==> config.mk <==
export PLATFORM = sky130hd
export DESIGN_NAME = exec_trace_buffer
export DESIGN_NICKNAME = d
export VERILOG_FILES = /design/src/rtl/exec_trace_buffer.sv
export SDC_FILE = /design/constraint.sdc
export NUM_CORES = 1
export LEC_CHECK = 0
export BUFFER_PORTS_ARGS = -buffer_cell sky130_fd_sc_hd__buf_2
export CORE_MARGIN = 5
export CORE_UTILIZATION = 55
export DETAILED_ROUTE_END_ITERATION = 7
export PLACE_DENSITY = 0.72
export SYNTH_ARGS = -nofsm -noshare
export SYNTH_HDL_FRONTEND = slang
export SYNTH_SLANG_ARGS = --single-unit
==> constraint.sdc <==
create_clock -name clk -period 21.5 [get_ports clk]
set_clock_uncertainty 0.1 [all_clocks]
set_input_delay 3.225 -clock clk [delete_from_list [all_inputs] [get_ports clk]]
set_output_delay 3.225 -clock clk [all_outputs]
set_load 0.03 [all_outputs]
==> src/rtl/exec_trace_buffer.sv <==
// rtl/exec_trace_buffer.sv - retirement trace capture with armed trigger, post-trigger window and oldest-first readout
module exec_trace_buffer #(
    parameter int XLEN      = 32,
    parameter int DEPTH     = 16,
    parameter int POST_TRIG = 4
) (
    input  logic                       clk,
    input  logic                       reset,
    input  logic                       retire_valid,
    input  logic [XLEN-1:0]            retire_pc,
    input  logic [31:0]                retire_inst,
    input  logic [4:0]                 retire_rd,
    input  logic                       retire_we,
    input  logic [XLEN-1:0]            retire_wdata,
    input  logic                       arm,
    input  logic                       trig_pc_en,
    input  logic [XLEN-1:0]            trig_pc,
    input  logic                       trig_ext,
    output logic                       rd_valid,
    input  logic                       rd_ready,
    output logic [XLEN-1:0]            rd_pc,
    output logic [31:0]                rd_inst,
    output logic [4:0]                 rd_rd,
    output logic                       rd_we,
    output logic [XLEN-1:0]            rd_wdata,
    output logic                       rd_last,
    output logic [1:0]                 state_o,
    output logic [$clog2(DEPTH):0]     count_o,
    output logic                       overflow
);
    localparam int AW = $clog2(DEPTH);
    localparam int CW = AW + 1;
    localparam logic [CW-1:0] CNT_ONE  = CW'(1);
    localparam logic [CW-1:0] CNT_FULL = CW'(DEPTH);
    localparam logic [CW-1:0] POST_LIM = CW'(POST_TRIG);
    localparam logic [AW-1:0] PTR_ONE  = AW'(1);

    typedef enum logic [1:0] {
        S_IDLE  = 2'd0,
        S_ARMED = 2'd1,
        S_POST  = 2'd2,
        S_DONE  = 2'd3
    } state_t;

    state_t          state_q, state_d;
    logic [AW-1:0]   wr_ptr_q, wr_ptr_d;
    logic [AW-1:0]   rd_ptr_q, rd_ptr_d;
    logic [CW-1:0]   count_q, count_d;
    logic [CW-1:0]   remaining_q, remaining_d;
    logic [CW-1:0]   post_cnt_q, post_cnt_d;
    logic            overflow_q, overflow_d;
    logic            wr_en;
    logic            enter_done;
    logic            trig_hit;

    logic [XLEN-1:0] mem_pc_q    [DEPTH];
    logic [31:0]     mem_inst_q  [DEPTH];
    logic [4:0]      mem_rd_q    [DEPTH];
    logic            mem_we_q    [DEPTH];
    logic [XLEN-1:0] mem_wdata_q [DEPTH];

    assign trig_hit = trig_ext || (trig_pc_en && retire_valid && (retire_pc == trig_pc));

    always_comb begin
        state_d     = state_q;
        wr_ptr_d    = wr_ptr_q;
        rd_ptr_d    = rd_ptr_q;
        count_d     = count_q;
        remaining_d = remaining_q;
        post_cnt_d  = post_cnt_q;
        overflow_d  = overflow_q;
        wr_en       = 1'b0;
        enter_done  = 1'b0;

        case (state_q)
            S_IDLE: begin
                if (arm) begin
                    state_d    = S_ARMED;
                    wr_ptr_d   = '0;
                    count_d    = '0;
                    post_cnt_d = '0;
                    overflow_d = 1'b0;
                end
            end
            S_ARMED, S_POST: begin
                if (retire_valid) begin
                    wr_en    = 1'b1;
                    wr_ptr_d = wr_ptr_q + PTR_ONE;
                    // A full buffer keeps its count; the write lands on the oldest slot.
                    if (count_q == CNT_FULL) begin
                        overflow_d = 1'b1;
                    end else begin
                        count_d = count_q + CNT_ONE;
                    end
                end
                if (state_q == S_ARMED) begin
                    if (trig_hit) begin
                        if (POST_TRIG == 0) begin
                            enter_done = 1'b1;
                        end else begin
                            state_d    = S_POST;
                            post_cnt_d = '0;
                        end
                    end
                end else if (retire_valid) begin
                    post_cnt_d = post_cnt_q + CNT_ONE;
                    if (post_cnt_d == POST_LIM) begin
                        enter_done = 1'b1;
                    end
                end
            end
            S_DONE: begin
                if (remaining_q == '0) begin
                    state_d = S_IDLE;
                end else if (rd_ready) begin
                    rd_ptr_d    = rd_ptr_q + PTR_ONE;
                    remaining_d = remaining_q - CNT_ONE;
                    if (remaining_q == CNT_ONE) begin
                        state_d = S_IDLE;
                    end
                end
            end
            default: state_d = S_IDLE;
        endcase

        // Readout starts at the oldest record, using post-write pointer and count.
        if (enter_done) begin
            state_d     = S_DONE;
            rd_ptr_d    = wr_ptr_d - count_d[AW-1:0];
            remaining_d = count_d;
        end
    end

    always_ff @(posedge clk) begin
        if (!reset) begin
            state_q     <= S_IDLE;
            wr_ptr_q    <= '0;
            rd_ptr_q    <= '0;
            count_q     <= '0;
            remaining_q <= '0;
            post_cnt_q  <= '0;
            overflow_q  <= 1'b0;
        end else begin
            state_q     <= state_d;
            wr_ptr_q    <= wr_ptr_d;
            rd_ptr_q    <= rd_ptr_d;
            count_q     <= count_d;
            remaining_q <= remaining_d;
            post_cnt_q  <= post_cnt_d;
            overflow_q  <= overflow_d;
        end
    end

    always_ff @(posedge clk) begin
        if (reset && wr_en) begin
            mem_pc_q[wr_ptr_q]    <= retire_pc;
            mem_inst_q[wr_ptr_q]  <= retire_inst;
            mem_rd_q[wr_ptr_q]    <= retire_rd;
            mem_we_q[wr_ptr_q]    <= retire_we;
            mem_wdata_q[wr_ptr_q] <= retire_wdata;
        end
    end

    // Fields are forced to zero whenever no record is offered.
    assign rd_valid = (state_q == S_DONE) && (remaining_q != '0);
    assign rd_last  = rd_valid && (remaining_q == CNT_ONE);
    assign rd_pc    = rd_valid ? mem_pc_q[rd_ptr_q]    : '0;
    assign rd_inst  = rd_valid ? mem_inst_q[rd_ptr_q]  : '0;
    assign rd_rd    = rd_valid ? mem_rd_q[rd_ptr_q]    : '0;
    assign rd_we    = rd_valid ? mem_we_q[rd_ptr_q]    : 1'b0;
    assign rd_wdata = rd_valid ? mem_wdata_q[rd_ptr_q] : '0;
    assign state_o  = state_q;
    assign count_o  = count_q;
    assign overflow = overflow_q;

endmodule

==> impl_metrics.ini <==
[status]
outcome = finished, final reports clean

[clocking]
clock_path_buffers = 3
cts_setup_buffers = 0
h-tree-depth = 4
path_clk_slew_ps = 60
cts.sinks = 1662
cts_buffers = 161
cts_hold_buf = 0
cts_tree = done
cts_resized = 0
cts_root_buf = clkbuf_16
clk-insertion-delay-late_ps = 760

[pwr]
seqPwrFrac_pct = 55.7
swShare_pct = 19.7
combPwrFrac_pct = 1.9
p_leak_nw = 22.3
internal_power_mw = 5.15
clockPowerShare_pct = 42.4
power_density_nw_per_um2 = 88.8
p_sw_mw = 1.26
ir_drop_v = 0.0000727

[yosys]
yosysTopAreaCell = edfxtp_1
netlist_area_sq_um = 64000
synthArstFlopShare_pct = 0
synth.most_common_cell = edfxtp_1
yosys_warnings = 0
synth_top_cell_area_share_pct = 76.6
syn_avg_cell_area_sq_um = 24.1
synth_seq_cells = 1662
synth-main-ff-cell = edfxtp_1
syn_nets = 2813
netlist_instances = 2654
synth_area_leaders = edfxtp_1 77%, mux4_2 18%, and2_1 1.0%
ys_types = 49
synth_top_cells_by_count = 1,632 x edfxtp_1, 510 x mux4_2, 106 x and2_1
seq_area_frac_synth_pct = 77.5
synth_edf_count = 1632

[sta]
hold_viol = 0
slew_headroom_pct = 24.4
max_freq_ghz = 0.105
period_share_pct = 44.1
final.setup.tns_ps = 0
setup_viol = 0
final_max_slew_viol_count = 0
rsz0062_at_grt = no
tightestPinTransition_ps = 1130
fin_crit_ps = 9480

[global_routing]
grt_overflow_total = 0
grt_pass1_vias = 30900
grt_pass1_wl_microns = 209000
antenna_found_initial = 20
grt_max_degree = 103
track_usage_pct = 23.5

[detailed_routing]
ant_nets = 0
drc = 0
viasPerCell = 6.28
firstDrtPassIters = 6
wirelength_microns = 142000
vias = 29100
drt-initial-drc-count = 3402
wl_per_cell_microns = 30.6

[critical_path]
start_kind = flip-flop
critPathBufInv = 4
r2r-start = state_o[0]$_SDFFE_PN0P_
worst-path-max-fanout = 55
endpoint = rd_inst[5]
critical-path-max-stage-delay_ps = 960
path_delay_family = buffers and inverters
worstPathRequired_ps = 18180
worst-setup-path-type = flip-flop to primary output
reg2reg_to = mem_wdata_q[7][11]$_DFFE_PP_
worst-r2r-setup-slack_ps = 16830
crit_arrival_ps = 6150
cpMaxStageDelayCell = dfxtp_4
cp.depth = 7
crit_top_cell = buf_4
end_kind = primary output
reg2reg_depth = 7
cp_cell_sequence = buf_4 -> buf_4 -> buf_4 -> mux4_2 -> mux4_2 -> and2_1 -> buf_2

[final_layout]
final_area_sq_um = 72200
layout.nets = 3138
drive_above_1_share_pct = 34.0
syn_to_final_growth_pct = 12.7

[floorplanning]
rows = 125
fp.dieArea_sq_um = 123000
ios = 253
design.core.area_sq_um = 116000
die_h_microns = 351
fp.dieW_microns = 351
initial_core_util_pct = 55.2

[worst_hold_path]
worstHoldPathType = flip-flop to flip-flop

[placed_design]
gp_congestion = 0.781
place_area_sq_um = 67000
hpwl_microns = 71800
portBuffers = 252

[flow_run]
drv_cap = 0
## how the worst min path moves through the flow
stage                          startpoint                    endpoint  slack, ps  cells after the start
6_report       post_cnt_q[0]$_SDFFE_PN0P_  post_cnt_q[0]$_SDFFE_PN0P_        390                      1
5_1_grt        post_cnt_q[4]$_SDFFE_PN0P_  post_cnt_q[4]$_SDFFE_PN0P_        420                      1
4_1_cts        post_cnt_q[4]$_SDFFE_PN0P_  post_cnt_q[4]$_SDFFE_PN0P_        390                      1
3_5_place_dp   post_cnt_q[4]$_SDFFE_PN0P_  post_cnt_q[4]$_SDFFE_PN0P_        380                      1
3_3_place_gp   post_cnt_q[4]$_SDFFE_PN0P_  post_cnt_q[4]$_SDFFE_PN0P_        340                      1
2_1_floorplan  post_cnt_q[4]$_SDFFE_PN0P_  post_cnt_q[4]$_SDFFE_PN0P_        320                      1
## through the flow
step | std cells | hold slack [ps] | utilization (%) | setup WS, ps | power [mW]
6_report | 4639 | 393 | 62.3 | 12020 | 6.41
5_1_grt | 4633 | 417 | 62.3 | 11280 | 6.62
4_1_cts | 4629 | 388 | 62.3 | 11710 | 6.46
3_3_place_gp | 4340 | 337 | 57.8 | 12640 | 3.75
2_1_floorplan | 2654 | 324 | - | 9900 | 3.69
3_5_place_dp | 4340 | 379 | 57.8 | 12540 | 3.76
## cell type report
class	count	area [sq um]
flip-flops and latches	1662	49600
fillers	7595	43700
multi-input cells	838	13800
clock buffers	201	4180
well taps	1524	1910
repair buffers	298	1680
clock inverters	88	932
inverters	18	70.1
diodes	10	25.0
## sequential cells by signal, indices dropped and copies added, names as in the netlist, named ones only
register / count
count_o: 5
mem_pc_q: 512
post_cnt_q: 5
wr_ptr_q: 4
state_o: 2
mem_rd_q: 80
rd_ptr_q: 4
mem_inst_q: 512
remaining_q: 5
mem_wdata_q: 512
overflow: 1
mem_we_q: 16
## per-layer routing
metal / global-route usage (%) / share of wire (%) / vias up / routed length (microns)
met5: 0 / 0.042 / - / 59
met4: 6.05 / 2.1 / 8 / 2970
met3: 4.23 / 7.6 / 244 / 10700
met2: 40.1 / 52 / 1231 / 73500
met1: 32.1 / 39 / 15600 / 54700
li1: - / - / 12000 / -
## layout by cell type, fill, tap and decap left out, drive strengths merged, types with 2 or more instances in the layout
master    Yosys  final
xor2         33     33
o32ai         3      3
nand3         8      8
nand4         6      6
inv          17     23
dfxtp        30     30
nor2         32     32
mux2          3      3
xnor2         9      9
nand2        24     24
diode         0     10
and2b         2      2
clkbuf       69    201
and2        106    106
mux4        510    510
clkinvlp      0      6
nand2b        6      6
or4           3      3
a21oi        11     11
a22oi         3      3
nor4          9      9
and3          3      3
edfxtp     1632   1632
clkinv        1     64
a21o          3      3
a22o          4      4
a211oi        5      5
bufinv        0     13
buf          66    298
nor3         10     10
a31oi         5      5
ha           17     17
o21ai        11     11
## kinds of logic (layout without fill, tap and decap cells)
group                    after synthesis  after routing  synth area share, %
AO/OA/AOI/OAI                         52             52                0.536
AND/OR/NAND/NOR                      213            213                 1.85
multiplexers                         513            513                 18.0
adder cells (fa/ha/maj)               18             18                0.364
buffers and inverters                154            605                 1.18
XOR/XNOR                              42             42                0.575
other                                  0             10                    0
flip-flops                          1662           1662                 77.5
## power groups by stage
stage / logic (mW) / clock network [mW] / registers (mW)
floorplan: 0.0449 / 0 / 3.65
CTS: 0.119 / 2.77 / 3.57
detailed placement: 0.119 / 0 / 3.64
global placement: 0.110 / 0 / 3.64
global route: 0.129 / 2.92 / 3.57
finish: 0.119 / 2.72 / 3.57
No activity file was read; power rests on OpenSTA's default activity.
